--- src/rtl/cms_pkg.sv ---
// Shared types and constants for the chip-mode-selection loader path.
// Latency: n/a (declarations only).
// Backpressure: n/a.
package cms_pkg;

    // Width of the chip-mode-selection pattern handed to the cms block.
    localparam int CMSDW = 128;

    // Published on load failure; the mode decoder resolves all-ones to SCDE.
    localparam logic [CMSDW-1:0] CMSDAT_SCRUB = '1;

    // Loader sequencer states.
    typedef enum logic [2:0] {
        CMSLD_IDLE = 3'd0,
        CMSLD_RDA  = 3'd1,
        CMSLD_RDB  = 3'd2,
        CMSLD_CMP  = 3'd3,
        CMSLD_PUB  = 3'd4,
        CMSLD_DONE = 3'd5,
        CMSLD_FAIL = 3'd6
    } cmsld_state_e;

    // Number of NVM words per pattern copy for a given read width.
    function automatic int cmsld_words(input int dw);
        return CMSDW / dw;
    endfunction

    // Word count for the standard 32-bit NVM read port.
    localparam int CMSLD_WORDS = CMSDW / 32;

endpackage

--- src/rtl/cms_nvm_rd.sv ---
// Single-word NVM read: raises nvm_req on rd_start, waits for nvm_ack or timeout.
// Latency: result flags/data one cycle after the ack (or timeout) cycle.
// Backpressure: rd_start is only honoured while no request is outstanding; the ack cycle drop gives a mandatory idle gap.
module cms_nvm_rd #(
    parameter int AW      = 16,
    parameter int DW      = 32,
    parameter int TIMEOUT = 255
) (
    input  logic          clk,
    input  logic          reset,
    input  logic          rd_start,
    input  logic [AW-1:0] rd_addr,
    output logic          nvm_req,
    output logic [AW-1:0] nvm_addr,
    input  logic          nvm_ack,
    input  logic [DW-1:0] nvm_rdata,
    input  logic          nvm_err,
    output logic          rdone,
    output logic          rfail,
    output logic [DW-1:0] rdata
);

    // Last count value before the request is abandoned; the request stays up
    // for exactly TIMEOUT cycles when no ack arrives.
    localparam logic [7:0] TMO_LAST = 8'(TIMEOUT - 1);

    logic          req_q,   req_d;
    logic [AW-1:0] addr_q,  addr_d;
    logic [7:0]    tcnt_q,  tcnt_d;
    logic          rdone_q, rdone_d;
    logic          rfail_q, rfail_d;
    logic [DW-1:0] rdata_q, rdata_d;

    // Handshake: hold req until ack or timeout; a new start is only taken
    // while req is low, so the drop cycle always separates two requests.
    always_comb begin
        req_d   = req_q;
        addr_d  = addr_q;
        tcnt_d  = tcnt_q;
        rdone_d = 1'b0;
        rfail_d = 1'b0;
        rdata_d = rdata_q;
        if (req_q) begin
            if (nvm_ack) begin
                req_d   = 1'b0;
                rdone_d = ~nvm_err;
                rfail_d = nvm_err;
                rdata_d = nvm_rdata;
            end else if (tcnt_q == TMO_LAST) begin
                req_d   = 1'b0;
                rfail_d = 1'b1;
            end else begin
                tcnt_d = tcnt_q + 8'd1;
            end
        end else if (rd_start) begin
            req_d  = 1'b1;
            addr_d = rd_addr;
            tcnt_d = 8'd0;
        end
    end

    // State registers; reset pulls nvm_req low immediately.
    always_ff @(posedge clk or posedge reset) begin
        if (reset) begin
            req_q   <= 1'b0;
            addr_q  <= '0;
            tcnt_q  <= 8'd0;
            rdone_q <= 1'b0;
            rfail_q <= 1'b0;
            rdata_q <= '0;
        end else begin
            req_q   <= req_d;
            addr_q  <= addr_d;
            tcnt_q  <= tcnt_d;
            rdone_q <= rdone_d;
            rfail_q <= rfail_d;
            rdata_q <= rdata_d;
        end
    end

    assign nvm_req  = req_q;
    assign nvm_addr = addr_q;
    assign rdone    = rdone_q;
    assign rfail    = rfail_q;
    assign rdata    = rdata_q;

endmodule

--- src/rtl/cms_loader.sv ---
// Boot loader: reads two NVM copies of the cms pattern, compares, retries, publishes once per reset.
// Latency: zero-wait NVM gives cmsdatavld 18 cycles after the first nvm_req.
// Backpressure: NVM stalls are absorbed by the per-word timeout; the cms side has no backpressure.
module cms_loader import cms_pkg::*; #(
    parameter int            AW       = 16,
    parameter int            DW       = 32,
    parameter logic [AW-1:0] BASEA    = 'h0000,
    parameter logic [AW-1:0] BASEB    = 'h0010,
    parameter int            MAXRETRY = 3,
    parameter int            TIMEOUT  = 255
) (
    input  logic             clk,
    input  logic             reset,
    input  logic             start,
    output logic             nvm_req,
    output logic [AW-1:0]    nvm_addr,
    input  logic             nvm_ack,
    input  logic [DW-1:0]    nvm_rdata,
    input  logic             nvm_err,
    output logic [CMSDW-1:0] cmsdata,
    output logic             cmsdatavld,
    output logic             busy,
    output logic             done,
    output logic             loaderror,
    output logic [3:0]       retrycnt
);

    localparam int         WORDS = cmsld_words(DW);
    localparam int         IW    = (WORDS > 1) ? $clog2(WORDS) : 1;
    localparam logic [IW-1:0] LAST = IW'(WORDS - 1);

    cmsld_state_e     state_q, state_d;
    logic [IW-1:0]    idx_q,   idx_d;
    logic [CMSDW-1:0] buf_a_q, buf_a_d;
    logic [CMSDW-1:0] buf_b_q, buf_b_d;
    logic [CMSDW-1:0] cmsdata_q, cmsdata_d;
    logic             vld_q,   vld_d;
    logic             busy_q,  busy_d;
    logic             done_q,  done_d;
    logic             lerr_q,  lerr_d;
    logic [3:0]       retry_q, retry_d;

    logic             rd_start;
    logic [AW-1:0]    rd_addr;
    logic             rdone;
    logic             rfail;
    logic [DW-1:0]    rdata;
    logic             fail_att;

    cms_nvm_rd #(
        .AW      (AW),
        .DW      (DW),
        .TIMEOUT (TIMEOUT)
    ) u_rd (
        .clk       (clk),
        .reset     (reset),
        .rd_start  (rd_start),
        .rd_addr   (rd_addr),
        .nvm_req   (nvm_req),
        .nvm_addr  (nvm_addr),
        .nvm_ack   (nvm_ack),
        .nvm_rdata (nvm_rdata),
        .nvm_err   (nvm_err),
        .rdone     (rdone),
        .rfail     (rfail),
        .rdata     (rdata)
    );

    // Sequencer next state: word reads for A then B, compare, then publish
    // either the matched copy or the scrub pattern; any failed attempt
    // clears both buffers and restarts at copy A until retries run out.
    always_comb begin
        state_d   = state_q;
        idx_d     = idx_q;
        buf_a_d   = buf_a_q;
        buf_b_d   = buf_b_q;
        cmsdata_d = cmsdata_q;
        vld_d     = 1'b0;
        busy_d    = busy_q;
        done_d    = done_q;
        lerr_d    = lerr_q;
        retry_d   = retry_q;
        rd_start  = 1'b0;
        rd_addr   = BASEA;
        fail_att  = 1'b0;
        case (state_q)
            CMSLD_IDLE: begin
                if (start && !done_q) begin
                    state_d  = CMSLD_RDA;
                    idx_d    = '0;
                    busy_d   = 1'b1;
                    rd_start = 1'b1;
                    rd_addr  = BASEA;
                end
            end
            CMSLD_RDA: begin
                if (rdone) begin
                    buf_a_d[idx_q*DW +: DW] = rdata;
                    rd_start = 1'b1;
                    if (idx_q == LAST) begin
                        state_d = CMSLD_RDB;
                        idx_d   = '0;
                        rd_addr = BASEB;
                    end else begin
                        idx_d   = idx_q + 1'b1;
                        rd_addr = BASEA + AW'(idx_q) + AW'(1);
                    end
                end else if (rfail) begin
                    fail_att = 1'b1;
                end
            end
            CMSLD_RDB: begin
                if (rdone) begin
                    buf_b_d[idx_q*DW +: DW] = rdata;
                    if (idx_q == LAST) begin
                        state_d = CMSLD_CMP;
                        idx_d   = '0;
                    end else begin
                        idx_d    = idx_q + 1'b1;
                        rd_start = 1'b1;
                        rd_addr  = BASEB + AW'(idx_q) + AW'(1);
                    end
                end else if (rfail) begin
                    fail_att = 1'b1;
                end
            end
            CMSLD_CMP: begin
                if (buf_a_q == buf_b_q) begin
                    state_d = CMSLD_PUB;
                end else begin
                    fail_att = 1'b1;
                end
            end
            CMSLD_PUB: begin
                cmsdata_d = buf_a_q;
                vld_d     = 1'b1;
                busy_d    = 1'b0;
                done_d    = 1'b1;
                state_d   = CMSLD_DONE;
            end
            CMSLD_FAIL: begin
                cmsdata_d = CMSDAT_SCRUB;
                vld_d     = 1'b1;
                lerr_d    = 1'b1;
                busy_d    = 1'b0;
                done_d    = 1'b1;
                state_d   = CMSLD_DONE;
            end
            CMSLD_DONE: begin
                state_d = CMSLD_DONE;
            end
            default: begin
                state_d = CMSLD_IDLE;
            end
        endcase

        if (fail_att) begin
            buf_a_d = '0;
            buf_b_d = '0;
            idx_d   = '0;
            if (retry_q < 4'(MAXRETRY - 1)) begin
                retry_d  = retry_q + 4'd1;
                state_d  = CMSLD_RDA;
                rd_start = 1'b1;
                rd_addr  = BASEA;
            end else begin
                retry_d = 4'(MAXRETRY);
                state_d = CMSLD_FAIL;
            end
        end
    end

    // Sequencer and registered outputs; reset clears the whole epoch.
    always_ff @(posedge clk or posedge reset) begin
        if (reset) begin
            state_q   <= CMSLD_IDLE;
            idx_q     <= '0;
            buf_a_q   <= '0;
            buf_b_q   <= '0;
            cmsdata_q <= '0;
            vld_q     <= 1'b0;
            busy_q    <= 1'b0;
            done_q    <= 1'b0;
            lerr_q    <= 1'b0;
            retry_q   <= 4'd0;
        end else begin
            state_q   <= state_d;
            idx_q     <= idx_d;
            buf_a_q   <= buf_a_d;
            buf_b_q   <= buf_b_d;
            cmsdata_q <= cmsdata_d;
            vld_q     <= vld_d;
            busy_q    <= busy_d;
            done_q    <= done_d;
            lerr_q    <= lerr_d;
            retry_q   <= retry_d;
        end
    end

    assign cmsdata    = cmsdata_q;
    assign cmsdatavld = vld_q;
    assign busy       = busy_q;
    assign done       = done_q;
    assign loaderror  = lerr_q;
    assign retrycnt   = retry_q;

endmodule

--- config.mk ---
export PLATFORM = sky130hd
export DESIGN_NAME = cms_loader
export DESIGN_NICKNAME = d
export VERILOG_FILES = /design/src/rtl/cms_pkg.sv /design/src/rtl/cms_nvm_rd.sv /design/src/rtl/cms_loader.sv
export SDC_FILE = /design/constraint.sdc
export NUM_CORES = 1
export LEC_CHECK = 0
export ABC_AREA = 1
export BUFFER_PORTS_ARGS = -buffer_cell sky130_fd_sc_hd__buf_2
export CAP_MARGIN = 20
export CORE_AREA = 2 2 237 239
export CTS_BUF_LIST = sky130_fd_sc_hd__clkbuf_4
export CTS_CLUSTER_DIAMETER = 100
export DETAILED_ROUTE_END_ITERATION = 8
export DIE_AREA = 0 0 239 241
export GPL_ROUTABILITY_DRIVEN = 0
export GPL_TIMING_DRIVEN = 0
export PLACE_DENSITY_LB_ADDON = 0.15
export SLEW_MARGIN = 20
export SYNTH_ARGS = -nofsm -noshare
export SYNTH_HDL_FRONTEND = slang
export SYNTH_SLANG_ARGS = --single-unit
--- constraint.sdc ---
create_clock -name clk -period 29 [get_ports clk]
set_input_delay 1.45 -clock clk [delete_from_list [all_inputs] [get_ports clk]]
set_output_delay 1.45 -clock clk [all_outputs]
set_load 0.01 [all_outputs]
Word-level counts from Yosys, hierarchy flattened. Index checks and enable logic that the tools add are counted. W data, S select, Z words.

Bits in read-only memories: 0. Register bits: 456. Bits of input ports: 37. Memory bits (writable): 0. Memories: 0. Latch bits: 0. Output and inout port bits: 153. Word-level logic and storage cells: 126.

Shift operators: 2. Bitwise operators: 2. Reduce and logical (&&, ||, !) cells: 21. Multiplexer cells: 58. Add/subtract/negate cells: 7. Eq/ne operators: 19. Magnitude comparators: 1. Div/mod/pow operators: 0. $mul: 0.

Operators with widths (number): $mux W128 (6); $bwmux W128 (2); $pmux W128 S2 (1); $eq A128 B128 Y1 (1); $shift A32 B34 Y128 const A (1); $shiftx A32 B34 Y128 (1); $neg A7 Y34 (1); $mux W16 (2); $mux W8 (4); $mux W3 (8); $mux W1 (20); $pmux W3 S5 (1); $mux W7 (2); $pmux W7 S2 (1); $ne A3 B3 Y1 const B (4); $reduce_bool A2 Y1 (6); $mux W5 (2); $reduce_and A2 Y1 (5); $eq A3 B3 Y1 const B (3); $add A8 B1 Y8 const B (1); $eq A8 B8 Y1 const B (1); $mux W2 (4); $add A6 B1 Y7 const B (1); $add A5 B2 Y6 const A (1); other kinds (23) (31).

Depth between registers and ports, before layout. Gate-level depths: netlist of run 1.

Word-level depth: 8. Gate-level depth with buffers: 20. Gate-level depth less buffers: 18.

By module. A second synthesis of run 1 with hierarchy kept.

Cells, all modules: 2311. Area total of the unflattened synthesis: 21121.5 um^2.

Modules (own cells, without submodules): cms_loader (times used 1, area each 18691.7 um^2, sequential area each 9934.5 um^2, cells each 2130); cms_nvm_rd (times used 1, area each 2429.8 um^2, sequential area each 1476.4 um^2, cells each 181).

Worst setup path after synthesis of run 1. No wires, ideal clock.

Kind: input-to-reg. From: in nvm_ack. To: reg u_rd.rdata_q[10], in the netlist u_rd.rdata[10]. Arrival time: 2379 ps. Slack: 26497 ps. Stages on the path: 3. Library setup time: 125 ps. Required time: 28875 ps. Buffers on the path: 1. Cell sequence: nand2_1 > clkbuf_1 > mux2_2.

Cells in the longest elaborated chain, start to end: 1.

Ends and longest elaborated chain: start: declaration (RTL line cms_loader.sv:17) `input logic nvm_ack,`; $reduce_and A2 Y1 (no line); end signal: assignment (RTL line cms_nvm_rd.sv:77) `rdata_q <= rdata_d;`; end: declaration (RTL line cms_nvm_rd.sv:32) `logic [DW-1:0] rdata_q, rdata_d;`.

Every way passes these cells. A chain may end at the register's enable or synchronous reset.

Worst setup path in the final report of run 1.
From: reg idx_q[0]. To: reg buf_b_q[43].

Cells in the longest elaborated chain, start to end: 6. Elaborated cells between the ends (all ways): 7. Those cells by class: add/sub: 1; shift: 2; mux: 4.

Ends and longest elaborated chain: start: declaration (RTL line cms_loader.sv:33) `logic [IW-1:0] idx_q, idx_d;`; start signal: assignment (RTL line cms_loader.sv:188) `idx_q <= idx_d;`; $neg A7 Y34 (*) (RTL line cms_loader.sv:114) `buf_b_d[idx_q*DW +: DW] = rdata;`; $shiftx A32 B34 Y128 / $shift A32 B34 Y128 (equally long branches) (RTL line cms_loader.sv:114); $bwmux W128 (*) (RTL line cms_loader.sv:114); $mux W128 (*) (RTL line cms_loader.sv:113) `if (rdone) begin`; $mux W128 (*) (RTL line cms_loader.sv:86) `case (state_q)`; $mux W128 (*) (RTL line cms_loader.sv:157) `if (fail_att) begin`; end signal: assignment (RTL line cms_loader.sv:190) `buf_b_q <= buf_b_d;`; end: declaration (RTL line cms_loader.sv:35) `logic [CMSDW-1:0] buf_b_q, buf_b_d;`.

Mark *: on every way between the ends. The rest lies on a longest branch, timed or not. The select of a mux whose other input is x is not followed.

==> results of run 1 <==
==> logic make-up (layout without fill, tap and decap cells) <==
logic type,count (synthesis),after routing
other cells,1,20
mux,29,29
buf+inv,409,810
compound gates,395,395
fa+ha+maj,9,9
xor+xnor,99,99
flops,443,443
simple gates,828,828
==> layout make-up <==
class	instances	area, um^2
clock inverter	23	88.8
inverter	289	1090
multi-input combinational	1373	6840
buffer	120	664
antenna	7	17.5
timing repair buffer	180	991
fill	5639	31700
tap	704	881
sequential	443	11100
clock buffer	198	1490
==> per-layer routing <==
| metal | track usage | vias up | wire length (um) |
|---|---|---|---|
| met5 | 0 | - | 0 |
| li1 | - | 7720 | - |
| met1 | 0.271 | 7603 | 26000 |
| met3 | 0.0604 | 103 | 3720 |
| met4 | 0.0670 | 0 | 1500 |
| met2 | 0.339 | 408 | 27700 |
==> cells in the mapped netlist, types with 2 or more instances <==
master,instances
dfrtp_1,443
nor2_4,3
a21oi_2,2
mux2_2,29
nor3_1,42
nand2_1,623
nor2_1,123
inv_2,8
buf_4,19
a21oi_4,2
clkbuf_2,4
a21oi_1,12
nor3_2,2
clkbuf_1,57
buf_2,26
o21ai_4,2
buf_6,11
buf_8,2
o21ai_0,147
o21ai_2,6
nand2_2,4
inv_1,279
o21ai_1,94
o22ai_1,128
nand3_1,16
xnor2_1,99
ha_1,9
nand4_1,12
==> power breakdown <==
| group | internal, W | switching (W) |
|---|---|---|
| registers | 0.000782 | 0.000115 |
| clock network | 0.000305 | 0.000262 |
| logic | 0.000259 | 0.000422 |
| total | 0.00135 | 0.000799 |
==> critical path: stages (launching register included) <==
cell      delay [ns]
dfrtp_1         0.45
clkinv_1        0.26
clkbuf_1        0.33
ha_1            0.36
inv_1           0.10
clkbuf_1        0.39
clkbuf_1        0.38
nand2_1         0.22
nor2_1          0.42
nand2_1         0.22
o21ai_0         0.19
==> cell usage in the layout (no fill, tap or decap), types with 13 or more instances in the layout <==
master,synthesis,layout
buf_2,26,202
buf_4,19,19
clkbuf_1,57,57
clkbuf_4,0,198
clkinv_1,1,19
conb_1,1,13
dfrtp_1,443,443
inv_1,279,278
mux2_2,29,29
nand2_1,623,623
nand3_1,16,16
nor2_1,123,123
nor3_1,42,42
o21ai_0,147,147
o21ai_1,94,94
o22ai_1,128,128
xnor2_1,99,99
==> through the flow <==
step	cell area, um^2	std cells	setup WS, ns	power (W)
2_1_floorplan	19700	2225	15.21	0.00132
3_3_place_gp	21400	3105	10.13	0.00158
3_5_place_dp	21600	3109	25.68	0.00160
4_1_cts	23100	3330	25.65	0.00218
5_1_grt	23100	3337	25.36	0.00231
6_report	23100	3337	25.58	0.00215
==> registers in the layout, summed over array words and instances, names as in the netlist, 3 cells and up <==
| name | cells |
|---|---|
| u_rd.tcnt_q | 8 |
| retrycnt | 4 |
| u_rd.rdata | 32 |
| u_rd.nvm_addr | 3 |
| buf_b_q | 128 |
| cmsdata | 128 |
| buf_a_q | 128 |
| state_q | 3 |
==> final timing paths <==
path | start | endpoint
min in group asynchronous | reset | buf_a_q[8]
hold / removal | cmsdata[122] | cmsdata[122]
hold reg to reg | cmsdata[122] | cmsdata[122]
setup reg to reg | idx_q[0] | buf_b_q[43]
setup / recovery | idx_q[0] | buf_b_q[43]
max in group asynchronous | reset | cmsdata[83]
==> results.py, run 1 <==
metrics = {
    "floorplan": {
        "fp.dieW_um": 239,
        "initial_core_util": 0.358,
        "core_region_area_um2": 54900,
        "ios": 190,
        "rows": 86,
        "die_area_um2": 57600,
        "dieHeight_um": 241,
    },
    "clock_network": {
        "h-tree-depth": 3,
        "cts_buffers": 121,
        "clk_latency_ns": 0.92,
        "clock_sinks": 443,
        "hold_buffers": 0,
        "cts_setup_buffers": 0,
        "root_buffer": "clkbuf_4",
        "cts_tree": "built",
        "path_clk_slew_ns": 0.07,
        "cts_buffer_depth": 3,
        "cts.repair.resized": 0,
    },
    "worst_setup_path": {
        "r2r_setup_slack_ns": 25.58,
        "crit_type": "flop to flop",
        "reg2reg_depth": 10,
        "worst-endpoint-arrival_ns": 4.20,
        "worstPathRequired_ns": 29.78,
        "cp-start-kind": "flop",
        "cp-end-kind": "flop",
        "crit_fanout": 12,
    },
    "global_route": {
        "antenna_found_initial": 2,
        "grt.overflow.total": 0,
        "grt_pass1_wl_um": 91500,
        "grt_max_degree": 105,
        "grt_pass1_vias": 16000,
        "grt.total_usage": 0.209,
    },
    "yosys": {
        "synth_top_area_cell": "dfrtp_1",
        "synthAdderAreaFrac": 0.00574,
        "synthDistinctLibCells": 37,
        "synth_seq_cells": 443,
        "synth.avg_cell_area_um2": 8.87,
        "synth_cells": 2213,
        "synthArstFlopShare": 1.00,
        "synthXorXnorAreaFrac": 0.0442,
        "synth_top_area_share": 0.565,
        "yosys_warnings": 0,
        "synth_top_family_by_area": "simple AND/OR/NAND/NOR gates",
        "synth_area_leaders": "dfrtp_1 56%, nand2_1 12%, inv_1 5.3%",
        "synthFlopType": "dfrtp_1",
        "seq_area_frac_synth": 0.565,
        "synth-compound-area-share": 0.113,
        "synth_edf_count": 0,
        "synth.area.mux_share": 0.0166,
        "synth_area_um2": 19600,
        "yosys.area_share.simple": 0.166,
    },
    "detailed_routing": {
        "vias": 15800,
        "viasPerCell": 4.74,
        "ant_nets": 0,
        "wl_per_cell_um": 17.7,
        "wirelength_um": 59000,
        "drc_errors": 0,
        "first_pass_iters": 5,
        "drt_iter0_drc": 1041,
    },
    "run_status": {
        "status": "completed",
    },
    "worst_hold_path": {
        "hp-class": "flop to flop",
        "hold_path_depth": 2,
    },
    "power": {
        "powerDensity_nw_per_um2": 92.7,
        "p_leak_nw": 11.2,
        "ir_worst_vdd_mv": 0.0396,
    },
    "sta": {
        "rsz0062_at_grt": "no",
        "setup_tns_ns": 0,
        "worst_slew_pin_slew_ns": 1.12,
        "period_needed_ns": 3.42,
        "final_hold_viol_count": 0,
        "slew_viol_final": 0,
        "clock_skew_ns": 0.0710,
        "finalSetupViolations": 0,
        "slew_headroom": 0.251,
        "fin_crit_sh": 0.118,
        "fmax_mhz": 293,
        "hold_slack_ns": 0.493,
    },
    "layout": {
        "utilization": 0.422,
        "nNetsFinal": 2574,
        "final_layout_size_suffix_gt1_frac": 0.193,
        "syn_to_final_growth_pct": 17.9,
    },
    "place": {
        "place_hpwl_um": 43700,
        "io_buffers": 176,
    },
    "job": {
        "cap_violations": 0,
    },
}
No activity file was read; power rests on OpenSTA's default activity.
==> inputs of run 2 (changes only) <==
clock period = 3.49 ns   (was 29 ns; I/O delays follow)
==> run 2 against run 1 <==
Clock power grew to 8.3 times the previous value. Sequential cell count stayed put. Utilization rose by 1.3 points. Register-to-register slack lost 25 ns. Clock skew rose by 0.010 ns. Maximum frequency up 3.4%. Critical path depth unchanged. Design area is 3.1% higher. Critical endpoint unchanged. Largest cell class unchanged.
==> results.py, run 2 (synthesis results as in run 1) <==
metrics = {
    "run_status": {
        "status": "completed",
    },
    "worst_setup_path": {
        "path_buf_inv": 5,
        "worstPathRequired_ns": 4.28,
        "crit_type": "flop to flop",
        "cp-start-kind": "flop",
        "reg2reg_depth": 10,
        "cpMaxStageDelayCell": "dfrtp_1",
        "reg2reg_from": "idx_q[0]",
        "worst-endpoint-arrival_ns": 4.09,
        "worst-path-stages": 10,
        "startpoint": "idx_q[0]",
        "path_delay_family": "buffers and inverters",
        "r2r_setup_slack_ns": 0.19,
        "crit_end": "buf_b_q[43]",
        "r2r_end": "buf_b_q[43]",
        "max_stage_delay_ns": 0.44,
        "cp-end-kind": "flop",
        "crit_fanout": 12,
        "crit_chain": "clkinv_1 > clkbuf_1 > ha_1 > inv_1 > clkbuf_1 > clkbuf_2 > nand2_1 > nor2_1 > nand2_1 > o21ai_0",
    },
    "layout": {
        "syn_to_final_growth_pct": 21.6,
        "nNetsFinal": 2639,
        "layout_common_cells": "623 x nand2_1, 443 x dfrtp_1, 278 x inv_1, 202 x buf_2, 193 x clkbuf_4",
        "final_layout_size_suffix_gt1_frac": 0.192,
        "final_common_cell": "nand2_1",
        "fill_cells": 5571,
    },
    "place": {
        "io_buffers": 176,
        "place_hpwl_um": 44700,
    },
    "power": {
        "total_power_w": 0.0179,
        "ir_worst_vdd_mv": 0.363,
        "powerDensity_nw_per_um2": 751,
        "p_leak_nw": 11.5,
    },
    "clock_network": {
        "clock_sinks": 443,
        "cts_buffer_depth": 3,
        "cts_buffers": 120,
        "clk_latency_ns": 0.92,
        "cts_setup_buffers": 0,
        "h-tree-depth": 3,
        "path_clk_slew_ns": 0.06,
        "root_buffer": "clkbuf_4",
        "cts_tree": "built",
    },
    "sta": {
        "slew_headroom": 0.287,
        "hold_slack_ns": 0.0671,
        "rsz0062_at_grt": "no",
        "final_hold_viol_count": 0,
        "worst_slew_pin_slew_ns": 1.07,
        "slew_viol_final": 0,
        "finalSetupViolations": 0,
        "fmax_mhz": 303,
        "period_needed_ns": 3.30,
        "fin_crit_sh": 0.947,
        "clock_skew_ns": 0.0813,
    },
    "floorplan": {
        "die_area_um2": 57600,
        "rows": 86,
        "initial_core_util": 0.358,
        "dieHeight_um": 241,
        "core_region_area_um2": 54900,
        "fp.dieW_um": 239,
        "ios": 190,
    },
    "detailed_routing": {
        "drt_iter0_drc": 1099,
        "wirelength_um": 60000,
        "wl_per_cell_um": 17.7,
        "viasPerCell": 4.76,
        "vias": 16100,
        "ant_nets": 0,
        "drc_errors": 0,
        "first_pass_iters": 5,
    },
    "global_route": {
        "grt.overflow.total": 0,
        "grt_max_degree": 34,
        "grt.total_usage": 0.211,
        "grt_pass1_wl_um": 92500,
        "grt_pass1_vias": 16300,
        "antenna_found_initial": 2,
    },
    "job": {
        "cap_violations": 0,
    },
    "worst_hold_path": {
        "hp-class": "primary input to flop",
    },
}
run 2: cell types whose count changed in the layout (fill, tap and decap cells not counted), sizes merged:
cell | before | now
diode | 7 | 4
clkinvlp | 0 | 1
dlygate4sd3 | 0 | 54
bufinv | 0 | 1
inv | 291 | 289
clkinv | 21 | 15
buf | 239 | 251
clkbuf | 259 | 254
run 2: through the flow:
stage / utilization / instance area (um^2) / setup WS (ns) / setup TNS [ns] / std cells
after floorplan: - / 19700 / -2.67 / -1183.57 / 2225
after global placement: 0.391 / 21400 / -5.46 / -2388.81 / 3105
after detailed placement: 0.397 / 21800 / 0.216 / 0 / 3121
after CTS: 0.435 / 23800 / 0.175 / 0 / 3385
after global routing: 0.435 / 23900 / 0.0173 / 0 / 3389
final: 0.435 / 23900 / 0.186 / 0 / 3389
run 2: routing by layer:
layer / vias to the layer above / global-route usage / wire length [um]
met4: 0 / 0.0748 / 1730
met1: 7743 / 0.270 / 26300
met2: 435 / 0.345 / 28100
met3: 120 / 0.0582 / 3900
li1: 7840 / - / -
met5: - / 0 / 0
run 2: how the worst min path moves through the flow:
stage	cells past startpoint	slack (ns)	start	to
floorplan	1	0.24	nvm_err	u_rd.rdone
global placement	2	0.41	nvm_err	u_rd.rdone
detailed placement	2	0.18	reset	buf_a_q[46]
CTS	3	0.002	nvm_rdata[8]	u_rd.rdata[8]
global route	3	-0.006	nvm_rdata[12]	u_rd.rdata[12]
finish	3	0.07	nvm_rdata[12]	u_rd.rdata[12]
run 2: layout make-up:
type,count,area [um^2],share of cell area
Clock buffer,193,1450,0.0607
Antenna cell,4,10.0,0.000420
Buffer,120,666,0.0279
Multi-Input combinational cell,1373,6840,0.287
Inverter,289,1090,0.0457
Timing Repair Buffer,246,1750,0.0733
Clock inverter,17,91.3,0.00383
Tap cell,704,881,0.0369
Sequential cell,443,11100,0.465
run 2: power breakdown:
| part | switching [W] | total [W] | internal [W] |
|---|---|---|---|
| logic | 0.00353 | 0.00574 | 0.00221 |
| clock network | 0.00217 | 0.00471 | 0.00254 |
| registers | 0.000958 | 0.00746 | 0.00650 |
run 2: worst register-to-register path, delay by kind of cell, from the launching register on:
family          cells  cell delay [ns]
flops               1             0.44
simple gates        3             0.80
buf+inv             5             1.37
fa+ha+maj           1             0.36
compound gates      1             0.21
run 2: what timing repair did:
item | 4_1_cts | 5_1_grt
endpoints found under the hold margin | 292 | 0
endpoints found under the setup margin | 0 | 14
gates resized for setup | 0 | 2
hold buffers | 54 | 0
==> inputs of run 3 (changes only) <==
BUFFER_PORTS_ARGS = not set   (was -buffer_cell sky130_fd_sc_hd__buf_2)
DONT_BUFFER_PORTS = 1   (was not set)
==> run 3 against run 2 <==
Routed wire length is essentially flat. Final cell count shrank 4.2%. Utilization shrank 0.93 points. Count of clock-buffer cells in the layout grew 11. Worst setup slack gained 0.041 ns. Non-clock buffer count shrank 157. Maximum frequency grew 1.3%. First-iteration DRC count shrank 2.6%. Sequential cell count is the same. Largest cell class unchanged.
==> results.py, run 3 (synthesis results as in run 1) <==
metrics = {
    "run_status": {
        "status": "completed",
    },
    "detailed_routing": {
        "met1_length_um": 26000,
        "drt_iter0_drc": 1070,
        "route.met3.wl_um": 4180,
        "vias": 15600,
        "wirelength_um": 60000,
        "wl_per_cell_um": 18.5,
        "drc_errors": 0,
        "ant_nets": 0,
        "wl_met2_um": 28100,
        "top_layer_used": "met5",
        "first_pass_iters": 5,
        "viasPerCell": 4.79,
    },
    "clock_network": {
        "cts_setup_buffers": 0,
        "cts_buffer_depth": 3,
        "clock_sinks": 443,
        "h-tree-depth": 3,
        "cts_buffers": 120,
        "clk_latency_ns": 0.91,
        "cts_tree": "built",
        "path_clk_slew_ns": 0.08,
        "root_buffer": "clkbuf_4",
    },
    "worst_setup_path": {
        "r2r_setup_slack_ns": 0.23,
        "reg2reg_from": "idx_q[0]",
        "crit_type": "flop to flop",
        "crit_fanout": 12,
        "worst-endpoint-arrival_ns": 4.05,
        "worstPathRequired_ns": 4.28,
        "cp-end-kind": "flop",
        "startpoint": "idx_q[0]",
        "cp-start-kind": "flop",
        "crit_end": "buf_b_q[42]",
        "r2r_end": "buf_b_q[42]",
        "reg2reg_depth": 10,
    },
    "layout": {
        "final_layout_size_suffix_gt1_frac": 0.140,
        "syn_to_final_growth_pct": 18.9,
        "fill_cells": 5520,
        "multi_input_area_um2": 6840,
        "seq_area_um2": 11100,
        "nNetsFinal": 2482,
        "layout_common_cells": "623 x nand2_1, 443 x dfrtp_1, 278 x inv_1, 204 x clkbuf_4, 147 x o21ai_0",
        "fin_area_um2": 23300,
        "final_common_cell": "nand2_1",
    },
    "place": {
        "place_hpwl_um": 44600,
        "placed_cell_area_um2": 20900,
        "io_buffers": 0,
    },
    "floorplan": {
        "die_area_um2": 57600,
        "rows": 86,
        "ios": 190,
        "core_region_area_um2": 54900,
        "dieHeight_um": 241,
        "initial_core_util": 0.358,
        "fp.dieW_um": 239,
    },
    "job": {
        "cap_violations": 0,
    },
    "worst_hold_path": {
        "hold_path_depth": 3,
        "hp-class": "primary input to flop",
    },
    "sta": {
        "period_needed_ns": 3.26,
        "final_hold_viol_count": 0,
        "rsz0062_at_grt": "no",
        "hold_slack_ns": 0.393,
        "fin_crit_sh": 0.935,
        "fmax_mhz": 306,
        "worst_slew_pin_slew_ns": 1.09,
        "slew_headroom": 0.275,
        "slew_viol_final": 0,
        "finalSetupViolations": 0,
        "clock_skew_ns": 0.0841,
    },
    "global_route": {
        "antenna_found_initial": 5,
        "grt_pass1_wl_um": 94100,
        "grt_max_degree": 35,
        "grt.total_usage": 0.216,
        "grt_pass1_vias": 16000,
        "grt.overflow.total": 0,
    },
    "power": {
        "ir_worst_vdd_mv": 0.494,
        "p_leak_nw": 11.0,
        "powerDensity_nw_per_um2": 765,
        "total_power_w": 0.0179,
    },
}
## run 3: power breakdown
part	total (W)	switching [W]	internal (W)
clock	0.00497	0.00222	0.00275
combinational	0.00471	0.00280	0.00191
sequential	0.00817	0.00167	0.00650
## run 3: worst max-delay path, cell delays in order (launching register included)
cell and delay (ns):
dfrtp_1 0.45, clkinv_1 0.25, clkbuf_1 0.33, ha_1 0.38, inv_1 0.11, clkbuf_1 0.36
clkbuf_1 0.36, nand2_1 0.14, nor2_1 0.36, nand2_1 0.20, o21ai_0 0.18
## run 3: what timing repair did
| action | CTS | global route |
|---|---|---|
| endpoints found under the setup margin | 0 | 4 |
| hold buffers | 72 | 0 |
| gates resized for setup | 0 | 1 |
| hold endpoints to repair | 428 | 0 |
## run 3: stage by stage
step / TNS (ns) / utilization / cells / setup slack (ns)
4_1_cts: 0 / 0.425 / 3241 / 0.336
3_3_place_gp: -2333.48 / 0.375 / 2929 / -5.33
3_5_place_dp: 0 / 0.382 / 2946 / 0.400
2_1_floorplan: -1183.57 / - / 2225 / -2.67
5_1_grt: 0 / 0.425 / 3247 / 0.0124
6_report: 0 / 0.425 / 3248 / 0.227
## run 3: how the worst min path moves through the flow
stage	from	end	slack (ns)
after floorplan	nvm_err	u_rd.rdone	0.24
after global placement	nvm_err	u_rd.rdone	0.25
after detailed placement	reset	buf_a_q[46]	0.1
after CTS	start	busy	0.28
after global routing	start	busy	0.29
final	start	busy	0.39
## run 3: cell type report
cell class,instances,area share
Antenna cell,7,0.000750
Buffer,120,0.0285
Clock buffer,204,0.0656
Clock inverter,19,0.00557
Inverter,289,0.0467
Multi-Input combinational cell,1373,0.293
Sequential cell,443,0.475
Tap cell,704,0.0377
Timing Repair Buffer,89,0.0474
## run 3: layer usage
metal	global-route usage	vias to the layer above
met1	0.269	7514
met5	0	-
met3	0.0689	109
met4	0.0794	2
met2	0.351	402
li1	-	7531
